[src/rtl/sccb_cfg_pkg.sv]
// Shared types and constants for the dual-camera SCCB config scheduler.
// Scheduler states, ROM marker words and camera indices.
package sccb_cfg_pkg;

  typedef enum logic [2:0] {
    BOOT_FETCH,
    BOOT_DECODE,
    ISSUE,
    WAIT_DONE,
    DELAY,
    IDLE_RUN
  } state_t;

  localparam logic [15:0] CFG_END   = 16'hFFFF;
  localparam logic [15:0] CFG_DELAY = 16'hFFF0;

  localparam logic CAM_DICE = 1'b0;
  localparam logic CAM_FACE = 1'b1;

endpackage

[src/rtl/sccb_cfg_scheduler_rr_arb2.sv]
// Two-way round-robin arbiter for the runtime register-write requesters.
// The last-grant register moves only when a granted write is accepted.
module rr_arb2
  import sccb_cfg_pkg::*;
(
  input  logic       clk_i,
  input  logic       rst_i,
  input  logic [1:0] req_i,
  input  logic       adv_i,
  input  logic       adv_idx_i,
  output logic [1:0] gnt_o
);

  logic last_q;

  // Contention goes to whichever requester was not served last.
  always_comb begin
    gnt_o = req_i;
    if (req_i == 2'b11) begin
      gnt_o = last_q ? 2'b01 : 2'b10;
    end
  end

  // Reset as if CAM_FACE was served last so req0 wins first.
  always_ff @(posedge clk_i or posedge rst_i) begin
    if (rst_i) begin
      last_q <= CAM_FACE;
    end else if (adv_i) begin
      last_q <= adv_idx_i;
    end
  end

endmodule

[src/rtl/sccb_cfg_scheduler.sv]
// Boot-table walker and runtime write arbiter for both OV7670 cameras.
// Drives one shared SCCB write engine; one write outstanding at a time.
module sccb_cfg_scheduler
  import sccb_cfg_pkg::*;
#(
  parameter int ADDR_W   = 8,
  parameter int RST_WAIT = 100_000,
  parameter int TIMEOUT  = 2_000_000
) (
  input  logic              clk_i,
  input  logic              reset_i,
  input  logic              cfg_restart_i,
  output logic [ADDR_W-1:0] rom_addr_o,
  input  logic [15:0]       rom_data_i,
  output logic              wr_valid_o,
  input  logic              wr_ready_i,
  output logic              wr_cam_o,
  output logic [7:0]        wr_reg_o,
  output logic [7:0]        wr_val_o,
  input  logic              wr_done_i,
  input  logic [1:0]        req_valid_i,
  input  logic [15:0]       req_reg_i,
  input  logic [15:0]       req_val_i,
  output logic [1:0]        req_gnt_o,
  output logic              cfg_done_o,
  output logic              busy_o,
  output logic              cfg_err_o
);

  localparam logic [ADDR_W-1:0] LAST_ADDR = '1;
  localparam logic [ADDR_W-1:0] ADDR_ONE  = 1;
  localparam logic [31:0] TMO_LIM = 32'(TIMEOUT - 1);
  localparam logic [31:0] DLY_LIM = 32'(RST_WAIT - 1);

  state_t            state_q;
  logic [ADDR_W-1:0] rom_addr_q;
  logic              wr_valid_q;
  logic              wr_cam_q;
  logic [7:0]        wr_reg_q;
  logic [7:0]        wr_val_q;
  logic [1:0]        own_q;
  logic              cfg_done_q;
  logic              busy_q;
  logic              cfg_err_q;
  logic              boot_q;
  logic              rst_pend_q;
  logic [31:0]       tmo_q;
  logic [31:0]       dly_q;

  logic        accept;
  logic        tmo_hit;
  logic [31:0] tmo_d;
  logic [1:0]  arb_req;
  logic [1:0]  arb_gnt;

  assign accept  = wr_valid_q & wr_ready_i;
  assign tmo_hit = (tmo_q >= TMO_LIM);
  assign tmo_d   = (tmo_q == '1) ? tmo_q : tmo_q + 32'd1;
  assign arb_req = (cfg_done_q & ~cfg_restart_i) ? req_valid_i : 2'b00;

  rr_arb2 u_arb (
    .clk_i     (clk_i),
    .rst_i     (reset_i),
    .req_i     (arb_req),
    .adv_i     (accept & ~boot_q),
    .adv_idx_i (wr_cam_q),
    .gnt_o     (arb_gnt)
  );

  assign rom_addr_o = rom_addr_q;
  assign wr_valid_o = wr_valid_q;
  assign wr_cam_o   = wr_cam_q;
  assign wr_reg_o   = wr_reg_q;
  assign wr_val_o   = wr_val_q;
  // Grant coincides with the engine handshake of the owner's write.
  assign req_gnt_o  = own_q & {2{accept}};
  assign cfg_done_o = cfg_done_q;
  assign busy_o     = busy_q;
  assign cfg_err_o  = cfg_err_q;

  // Main sequencer: boot walk, runtime service, restart and timeout.
  always_ff @(posedge clk_i or posedge reset_i) begin
    if (reset_i) begin
      state_q    <= BOOT_FETCH;
      rom_addr_q <= '0;
      wr_valid_q <= 1'b0;
      wr_cam_q   <= CAM_DICE;
      wr_reg_q   <= 8'h00;
      wr_val_q   <= 8'h00;
      own_q      <= 2'b00;
      cfg_done_q <= 1'b0;
      busy_q     <= 1'b1;
      cfg_err_q  <= 1'b0;
      boot_q     <= 1'b1;
      rst_pend_q <= 1'b0;
      tmo_q      <= '0;
      dly_q      <= '0;
    end else begin
      busy_q <= 1'b1;
      if (cfg_restart_i && state_q != WAIT_DONE &&
          !(state_q == ISSUE && wr_ready_i)) begin
        state_q    <= BOOT_FETCH;
        rom_addr_q <= '0;
        wr_valid_q <= 1'b0;
        wr_cam_q   <= CAM_DICE;
        own_q      <= 2'b00;
        cfg_done_q <= 1'b0;
        boot_q     <= 1'b1;
        rst_pend_q <= 1'b0;
      end else begin
        unique case (state_q)
          BOOT_FETCH: begin
            state_q <= BOOT_DECODE;
          end
          BOOT_DECODE: begin
            if (rom_data_i == CFG_END) begin
              cfg_done_q <= 1'b1;
              boot_q     <= 1'b0;
              busy_q     <= 1'b0;
              state_q    <= IDLE_RUN;
            end else if (rom_data_i == CFG_DELAY) begin
              dly_q   <= '0;
              state_q <= DELAY;
            end else begin
              wr_reg_q   <= rom_data_i[15:8];
              wr_val_q   <= rom_data_i[7:0];
              wr_cam_q   <= CAM_DICE;
              own_q      <= 2'b00;
              wr_valid_q <= 1'b1;
              state_q    <= ISSUE;
            end
          end
          ISSUE: begin
            if (wr_ready_i) begin
              wr_valid_q <= 1'b0;
              tmo_q      <= '0;
              rst_pend_q <= cfg_restart_i;
              state_q    <= WAIT_DONE;
            end
          end
          WAIT_DONE: begin
            tmo_q <= tmo_d;
            if (cfg_restart_i) begin
              rst_pend_q <= 1'b1;
            end
            if (wr_done_i || tmo_hit) begin
              if (!wr_done_i) begin
                cfg_err_q <= 1'b1;
              end
              if (rst_pend_q || cfg_restart_i) begin
                state_q    <= BOOT_FETCH;
                rom_addr_q <= '0;
                wr_cam_q   <= CAM_DICE;
                own_q      <= 2'b00;
                cfg_done_q <= 1'b0;
                boot_q     <= 1'b1;
                rst_pend_q <= 1'b0;
              end else if (!boot_q) begin
                own_q   <= 2'b00;
                busy_q  <= 1'b0;
                state_q <= IDLE_RUN;
              end else if (wr_cam_q == CAM_DICE) begin
                wr_cam_q   <= CAM_FACE;
                wr_valid_q <= 1'b1;
                state_q    <= ISSUE;
              end else if (rom_addr_q == LAST_ADDR) begin
                cfg_done_q <= 1'b1;
                boot_q     <= 1'b0;
                busy_q     <= 1'b0;
                state_q    <= IDLE_RUN;
              end else begin
                rom_addr_q <= rom_addr_q + ADDR_ONE;
                state_q    <= BOOT_FETCH;
              end
            end
          end
          DELAY: begin
            dly_q <= dly_q + 32'd1;
            if (dly_q >= DLY_LIM) begin
              if (rom_addr_q == LAST_ADDR) begin
                cfg_done_q <= 1'b1;
                boot_q     <= 1'b0;
                busy_q     <= 1'b0;
                state_q    <= IDLE_RUN;
              end else begin
                rom_addr_q <= rom_addr_q + ADDR_ONE;
                state_q    <= BOOT_FETCH;
              end
            end
          end
          IDLE_RUN: begin
            if (|arb_gnt) begin
              wr_cam_q   <= arb_gnt[1];
              wr_reg_q   <= arb_gnt[1] ? req_reg_i[15:8] : req_reg_i[7:0];
              wr_val_q   <= arb_gnt[1] ? req_val_i[15:8] : req_val_i[7:0];
              own_q      <= arb_gnt;
              wr_valid_q <= 1'b1;
              state_q    <= ISSUE;
            end else begin
              busy_q <= 1'b0;
            end
          end
          default: begin
            state_q <= BOOT_FETCH;
          end
        endcase
      end
    end
  end

endmodule

[config.mk]
export PLATFORM = sky130hd
export DESIGN_NAME = sccb_cfg_scheduler
export DESIGN_NICKNAME = d
export VERILOG_FILES = /design/src/rtl/sccb_cfg_pkg.sv /design/src/rtl/sccb_cfg_scheduler_rr_arb2.sv /design/src/rtl/sccb_cfg_scheduler.sv
export SDC_FILE = /design/constraint.sdc
export NUM_CORES = 1
export LEC_CHECK = 0
export BUFFER_PORTS_ARGS = -buffer_cell sky130_fd_sc_hd__buf_4
export CORE_MARGIN = 2
export CORE_UTILIZATION = 41
export CTS_CLUSTER_SIZE = 12
export DETAILED_ROUTE_END_ITERATION = 7
export SLEW_MARGIN = 10
export SYNTH_ARGS = -nofsm -noshare
export SYNTH_HDL_FRONTEND = slang
export SYNTH_HIERARCHICAL = 1
export SYNTH_SLANG_ARGS = --single-unit
export TNS_END_PERCENT = 20
[constraint.sdc]
create_clock -name clk_i -period 4.1 [get_ports clk_i]
set_input_delay 0.615 -clock clk_i [delete_from_list [all_inputs] [get_ports clk_i]]
set_output_delay 0.615 -clock clk_i [all_outputs]
set_load 0.02 [all_outputs]
==> flow_summary.toml <==
[synthesis]
syn-cell-area_sq_um = 5890
synthFlopType = "dfrtp_1"
synth_common_cells = "dfrtp_1 (98), nor2_1 (79), nand2_1 (61)"
syn-instance-count = 660
synth_nets = 718
synth_top_area_cell = "dfrtp_1"
ys_warn_count = 6
synth_edf_count = 0
synth-async-reset-ratio_pct = 100
synth_seq_cells = 101
ys_seq_area_share_pct = 43.0
netlist_top_cells_area = "dfrtp_1 (42%), nor2_1 (5.0%), xor2_1 (4.0%), nand2_1 (3.9%), a21oi_1 (3.2%)"
synth_top_area_share_pct = 41.6
post-synth-top-count-cell = "dfrtp_1"
avgSynthCellArea_sq_um = 8.92
synthDistinctLibCells = 70

[floorplanning]
dieArea_sq_um = 15300
core_sq_um = 13900
ios = 86
die_y_microns = 124
start_util_pct = 42.3
core.rowCount = 43
die_w_microns = 124

[clock_tree]
clkTransAtPathRegs_ns = 0.07
cts_tree = "built"
cts.repair.resized = 0
cts_buffers = 9
cts.sinks = 101
clk-insertion-delay-late_ns = 0.35
root_buffer = "clkbuf_16"
cts_hold_buf = 0
max-clock-path-buffers = 2
h-tree-depth = 3
cts_setup_buffers = 0

[sta]
fin_crit_sh_pct = 65.5
hold_viol_final = 0
tightest_slew_ns = 0.893
max_freq_mhz = 373
layout_min_cycle_time_ns = 2.68
slew_violations = 0
fin_setup_tns_ns = 0
setup_viol = 0
clock-skew-final_ns = 0.00765
rsz0062_at_grt = "false"
slew_headroom_pct = 40.3

[critical_path]
critPathSlowestCell = "nor4_1"
cp.required_ns = 4.35
crit_path_max_incr_delay_ns = 0.58
crit_path_max_fanout = 8
cp_cell_sequence = "ha_1 -> nand3_1 -> nor4_1 -> nand3_1 -> nand2_1 -> nand2_1 -> a31o_1"
startpoint_type = "flip-flop"
cp.arrival_ns = 2.93
path_delay_family = "simple AND/OR/NAND/NOR gates"
crit_path_end_kind = "flip-flop"
worstPathBufferInverterCount = 0
crit_type = "flip-flop to flip-flop"
reg2reg_setup_slack_ns = 1.42

[grt]
grt-ovfl-total = 0
grt_pass1_wl_microns = 24400
antenna_found_initial = 0
grt_max_degree = 54
track_usage_pct = 20.2
grt_pass1_vias = 5097

[cells_and_area]
diodes = 0
layout.nets = 794
fin_cells = 921
area_delta_synth_final_pct = 19.6
drive_gt1_share_pct = 17.9

[detailed_routing]
drt_iter0_drc = 372
drt_first_pass_iters = 5
wl_per_cell_microns = 16.1
num_vias = 5324
route.detailed.drc = 0
via_per_inst = 5.78
routed_wirelength_microns = 14900
ant_nets = 0

[placement]
hpwlAfterDp_microns = 10700
io_buffers = 85
gp_congestion = 0.862
place_inst = 905

[job]
max_cap_violations = 0

[pwr]
leakagePower_nw = 3.03
power_density_nw_per_um2 = 480
peakVddDrop_uv = 259

[min_path]
hold_class = "primary input to asynchronous set/reset pin"

[status]
status = "finished, final reports clean"
[state kept, by name, indices dropped and copies added, names as in the netlist]
signal        cells
boot_q            1
wr_valid_o        1
rst_pend_q        1
cfg_done_o        1
state_q           3
rom_addr_o        8
busy_o            1
dly_q            32
wr_cam_o          1
own_q             2
u_arb/last_q      1
wr_val_o          8
cfg_err_o         1
wr_reg_o          8
tmo_q            32
[per-stage QoR]
stage / hold WS, ns / utilization, % / total power [W] / setup slack, ns / instance area (sq um)
2_1_floorplan: 0.458 / - / 0.00202 / 0.870 / 5890
3_3_place_gp: 0.451 / 48.1 / 0.00238 / 1.34 / 6700
3_5_place_dp: 0.461 / 48.1 / 0.00240 / 1.25 / 6700
4_1_cts: 0.274 / 50.6 / 0.00341 / 1.41 / 7040
5_1_grt: 0.278 / 50.6 / 0.00359 / 1.23 / 7040
6_report: 0.282 / 50.6 / 0.00338 / 1.42 / 7040
[worst reg2reg max path, delay by kind of cell (launching register included)]
family	cells	cell delay (ns)
compound gates	1	0.23
fa+ha+maj	1	0.26
flops	1	0.40
simple gates	5	1.69
[layer usage]
metal	vias up	GRT usage (%)	part of all wire [%]
li1	2575	-	-
met1	2570	26.3	44
met2	162	33.3	48
met3	17	5.72	6.2
met4	0	4.62	1.1
met5	-	0	0
[report_power, final]
group | switching (W) | internal (W) | total [W] | leakage, nW
clock | 0.000393 | 0.000600 | 0.000993 | 0.166
combinational | 0.000550 | 0.000421 | 0.000971 | 1.51
sequential | 0.000228 | 0.00119 | 0.00142 | 1.35
[cell families (layout without fill, tap and decap cells)]
logic type / after synthesis / after routing / synth area share, %
adders and majority gates: 3 / 3 / 0.638
xor gates and xnor gates: 45 / 45 / 6.69
buffers and inverters: 38 / 119 / 2.59
DFF: 101 / 101 / 43.0
AOI/OAI and AO/OA: 132 / 132 / 14.3
muxes: 21 / 21 / 3.63
and+or+nand+nor: 320 / 320 / 29.2
[worst paths after layout]
path,startpoint,endpoint,depth (start not counted)
worst min register to register,cfg_err_o,cfg_err_o,2
worst min-delay path,reset_i,u_arb/last_q,2
worst max-delay path,tmo_q[0],tmo_q[1],7
worst max register to register,tmo_q[0],tmo_q[1],7
max in group asynchronous,reset_i,boot_q,3
min in group clk_i,wr_done_i,cfg_err_o,2
[area by class of cell]
type / count / area (sq um)
clock buffers: 9 / 225
clock inverters: 7 / 120
fillers: 1296 / 6890
inverters: 11 / 43.8
multi-input cells: 521 / 3210
flip-flops and latches: 101 / 2530
well taps: 180 / 225
repair buffers: 92 / 691
[layout by cell type, fill, tap and decap left out, drive strengths merged, types with 5 or more instances in the layout]
cell type | netlist | final
a31oi | 5 | 5
inv | 11 | 13
o31ai | 7 | 7
nor4 | 23 | 23
nor2 | 80 | 80
xnor2 | 18 | 18
and4 | 10 | 10
or4 | 6 | 6
or3 | 12 | 12
a21oi | 39 | 39
o21ai | 38 | 38
nand2 | 61 | 61
nor3 | 20 | 20
nor4b | 5 | 5
xor2 | 27 | 27
buf | 11 | 92
nand3 | 36 | 36
o211ai | 10 | 10
and3 | 19 | 19
clkbuf | 16 | 9
dfrtp | 98 | 98
nand4 | 30 | 30
mux2i | 18 | 18
Note: power is estimated with default switching activity, not from simulation.
